File: config.mk
export PLATFORM = sky130hd
export DESIGN_NAME = serializer_using_mux
export DESIGN_NICKNAME = d
export VERILOG_FILES = /design/src/rtl/serializer_using_mux.sv
export SDC_FILE = /design/constraint.sdc
export NUM_CORES = 1
export LEC_CHECK = 0
export ABC_AREA = 1
export CAP_MARGIN = 10
export CORE_MARGIN = 8
export CORE_UTILIZATION = 50
export CTS_CLUSTER_DIAMETER = 30
export CTS_CLUSTER_SIZE = 14
export DETAILED_ROUTE_END_ITERATION = 8
export HOLD_SLACK_MARGIN = 0.08
export PLACE_DENSITY = 0.78
export SLEW_MARGIN = 30
export SYNTH_ARGS = -nofsm -noshare
export SYNTH_HDL_FRONTEND = slang
export SYNTH_HIERARCHICAL = 1
export SYNTH_SLANG_ARGS = --single-unit
File: constraint.sdc
create_clock -name clk -period 3 [get_ports clk]
set_input_delay 0.45 -clock clk [delete_from_list [all_inputs] [get_ports clk]]
set_output_delay 0.45 -clock clk [all_outputs]
set_load 0.05 [all_outputs]
File: src/rtl/serializer_using_mux.sv
// serializer_using_mux: valid/ready parallel-to-serial stage whose serial bit is picked by a 2:1 mux tree.
module serializer_mux2 (
    input  logic sel,
    input  logic d0,
    input  logic d1,
    output logic y
);
    assign y = sel ? d1 : d0;
endmodule

module serializer_using_mux #(
    parameter int WIDTH     = 8,
    parameter int MSB_FIRST = 1,
    parameter int INVERT    = 0
) (
    input  logic             clk,
    input  logic             rst,
    input  logic             up_valid,
    output logic             up_ready,
    input  logic [WIDTH-1:0] up_data,
    output logic             down_valid,
    input  logic             down_ready,
    output logic             down_data,
    output logic             down_last
);
    localparam int CW = WIDTH > 1 ? $clog2(WIDTH) : 1;
    localparam int L = $clog2(WIDTH);
    localparam int N = 1 << L;
    localparam logic [CW-1:0] LAST = CW'(WIDTH - 1);
    typedef enum logic {IDLE, SHIFT} state_t;
    state_t state, state_n;
    logic [WIDTH-1:0] word, word_n;
    logic [CW-1:0] cnt, cnt_n, idx;
    logic bit_o, at_last, beat, load;
    assign idx = (MSB_FIRST != 0) ? LAST - cnt : cnt;
    if (L == 0) begin : g_pass
        assign bit_o = word[0];
    end else begin : g_tree
        logic [N-1:0] leaves;
        assign leaves = N'(word);
        // Level d halves the candidates using select bit d; padded leaves are never selected.
        for (genvar d = 0; d < L; d++) begin : lv
            logic [(N>>d)-1:0] v;
            logic [(N>>(d+1))-1:0] o;
            if (d == 0) begin : g_leaf
                assign v = leaves;
            end else begin : g_up
                assign v = lv[d-1].o;
            end
            for (genvar p = 0; p < (N >> (d + 1)); p++) begin : mx
                serializer_mux2 u_mux (.sel(idx[d]), .d0(v[2*p]), .d1(v[2*p+1]), .y(o[p]));
            end
        end
        assign bit_o = lv[L-1].o[0];
    end
    always_comb begin
        at_last    = cnt == LAST;
        down_valid = !rst && state == SHIFT;
        up_ready   = !rst && (state == IDLE || (down_ready && at_last));
        beat       = down_valid && down_ready;
        load       = up_valid && up_ready;
        down_last  = down_valid && at_last;
        down_data  = down_valid && (bit_o ^ (INVERT != 0));
        state_n    = state;
        word_n     = word;
        cnt_n      = cnt;
        if (load) begin
            state_n = SHIFT;
            word_n  = up_data;
            cnt_n   = '0;
        end else if (beat) begin
            state_n = at_last ? IDLE : SHIFT;
            cnt_n   = at_last ? cnt : cnt + 1'b1;
        end
    end
    always_ff @(posedge clk) begin
        if (rst) begin
            state <= IDLE;
            word  <= '0;
            cnt   <= '0;
        end else begin
            state <= state_n;
            word  <= word_n;
            cnt   <= cnt_n;
        end
    end
endmodule

==> key figures <==
Clock tree
  – CTS max path bufs: 2
  – Inserted Clock Buffers: 3
  – Clock transition at path regs: 70 ps
  – H-tree level count: 1
  – Post-CTS setup buffers: 0
  – Clock Sinks: 12
  – CTS tree: yes
  – Hold buffers post-CTS: 0
  – Number of cells upsized or downsized after cts: 0
  – Clk Latency, worst-skew pair: 270 ps
  – Root buffer cell: clkbuf_4

STA
  – RSZ-0062 raised after global routing: false
  – Setup TNS: 0 ps
  – Slew @ Worst Pin: 492 ps
  – Fmax achieved: 0.387 GHz
  – Fin crit share: 86.2%
  – Final-report setup violation count: 0
  – Worst slew margin: 67.1%
  – Final number of max-transition violations: 0
  – Min cycle time layout: 2590 ps
  – Final Hold Fails: 0
  – Clock skew: 3.02 ps

Place
  – # port buffers: 15
  – Hpwl dp: 1050 µm
  – GPL Wtd Cong: 0.736

Worst hold path
  – Hold WC Path Type: flip-flop to flip-flop
  – Hold path start: g_tree.leaves[0]

Drt
  – WL final: 1340 µm
  – # DRC: 0
  – Avg WL per Cell: 9.83 µm
  – Via-per-instance ratio: 4.75
  – Drt first-iter violations: 15
  – Antenna-violating nets left: 0
  – DR pass1 iterations: 4
  – Via count: 646

Global route
  – Total GRT Usage: 11.1%
  – Largest net degree at the start of global routing: 12
  – Vias in the first global route: 613
  – First-pass GRT wire length: 2390 µm
  – Initial antenna violation count: 0
  – Grt total ovfl: 0

Floorplan
  – CORE AREA: 1270 µm²
  – Initial cell density of the core: 52.2%
  – # rows: 13
  – I/O Pins: 16
  – Die height: 52.4 µm
  – Die area: 2740 µm²
  – Die Wd: 52.4 µm

Power
  – Comb pwr share: 16.6%
  – VDD IR max: 0.278 mV
  – Sw power: 0.0000920 W
  – Total power draw: 0.000359 W
  – Seq pwr share: 47.9%
  – Switch share: 25.6%
  – Internal: 0.000267 W
  – Leak pwr: 0.503 nW
  – Clock share of power: 35.5%
  – Cell area power density: 420 nW/µm²

Synthesis
  – Synth top area cells: dfxtp_1 36%, nand2_1 27%, inv_1 11%
  – Yosys reg bits: 12
  – Cell Area, Synth: 662 µm²
  – Avg Inst Size Synth: 6.43 µm²
  – Ys Warns: 6
  – Seq/Total Area, Yosys: 36.3%
  – Synth cell types: 13
  – Post-synth top area share: 36.3%
  – Post-Synthesis Cells: 103
  – Synth area leader: dfxtp_1
  – Mapped Nets: 117

Setup path
  – Worst path buffer plus inverter count: 2
  – Cells on worst reg2reg path: 7
  – Worst path slowest cell: clkdlybuf4s50_1
  – Worst Path Required: 2550 ps
  – CP endpoint: down_valid
  – R2R Setup Slk: 1500 ps
  – Worst Path Arrival: 2140 ps
  – Most frequent cell on the critical path: clkdlybuf4s50_1
  – Worst stage delay on the critical path: 840 ps
  – Setup crit end kind: output port
  – Critical path type: input pin to output port
  – Crit path max-delay family: buffers and inverters
  – Crit path from: rst
  – Max FO, Critical Path: 6
  – Cell Chain, Critical Path: clkdlybuf4s50_1 -> nor2_4 -> clkdlybuf4s50_1
  – CP Launch Type: input pin
  – Reg-to-Reg Start: cnt[0]
  – Levels on crit path: 3
  – Critical R2R Capture: g_tree.leaves[3]

Layout
  – Layout Nets: 136
  – Area of the multi-input gates: 345 µm²
  – # fillers: 119
  – Fin util: 67.4%
  – Diodes inserted: 0
  – Most frequent cells in the layout: 47 x nand2_1, 19 x inv_1, 12 x nand3_1, 12 x dfxtp_1, 12 x clkdlybuf4s50_1
  – Commonest non-fill, non-tap cell in the layout: nand2_1
  – FF+latch area: 240 µm²
  – Area Growth Syn to Fin: 29.1%
  – Layout cells sized above 1: 10.7%

Run
  – Max cap viols: 0

Status
  – Status: complete, no violations
-- layout make-up --
cell class / instances / area share [%]
flip-flops and latches: 12 / 28.1
multi-input cells: 71 / 40.4
inverters: 19 / 8.35
repair buffers: 15 / 16.7
well taps: 15 / 2.20
clock buffers: 4 / 4.25
-- logic make-up after synthesis --
group	count (synthesis)	share of synthesized area [%]
flip-flops	12	36.3
buffers and inverters	20	11.5
AO/OA/AOI/OAI	3	5.67
AND/OR/NAND/NOR	66	42.7
adder cells (fa/ha/maj)	2	3.78
-- power groups by stage --
stage | sequential [W] | combinational, W | clock, W
after CTS | 0.000172 | 0.0000602 | 0.000133
final | 0.000172 | 0.0000598 | 0.000127
after floorplan | 0.000175 | 0.0000351 | 0
after global routing | 0.000173 | 0.0000667 | 0.000139
after global placement | 0.000176 | 0.0000586 | 0
after detailed placement | 0.000176 | 0.0000600 | 0
-- worst min-delay path: stages (launching register included) --
cell and delay [ps]:
dfxtp_1 310, nand2_1 60, nand2_1 40
-- flip-flops by register name, indices dropped and copies added (netlist names) --
name           flops
g_tree.leaves      8
cnt                3
state              1
-- worst min-delay path by stage --
stage                       endpoint  cells after the start
finish              g_tree.leaves[0]                      2
global route        g_tree.leaves[2]                      2
CTS                 g_tree.leaves[0]                      2
detailed placement  g_tree.leaves[1]                      2
global placement    g_tree.leaves[6]                      2
floorplan           g_tree.leaves[1]                      2
-- metal layers --
layer	wire, µm	up-vias	global-route usage [%]
met1	581	279	11.9
met2	634	19	18.8
met3	95	4	3.41
met4	25	0	6.47
li1	-	344	-
met5	0	-	0
-- per-stage QoR --
stage          std cells  hold slack [ps]  cell area (µm²)  worst slack [ps]
6_report             136              447              855               413
5_1_grt              136              465              855               372
2_1_floorplan        103              419              662               986
4_1_cts              136              450              855               412
3_3_place_gp         132              430              818               442
3_5_place_dp         132              433              818               415
-- synthesized netlist by cell type, drive strengths merged --
library cell / count
dfxtp: 12
nor2: 5
nand2: 49
inv: 19
buf: 1
a21oi: 3
ha: 2
nand3: 12
Note: power is estimated with default switching activity, not from simulation.
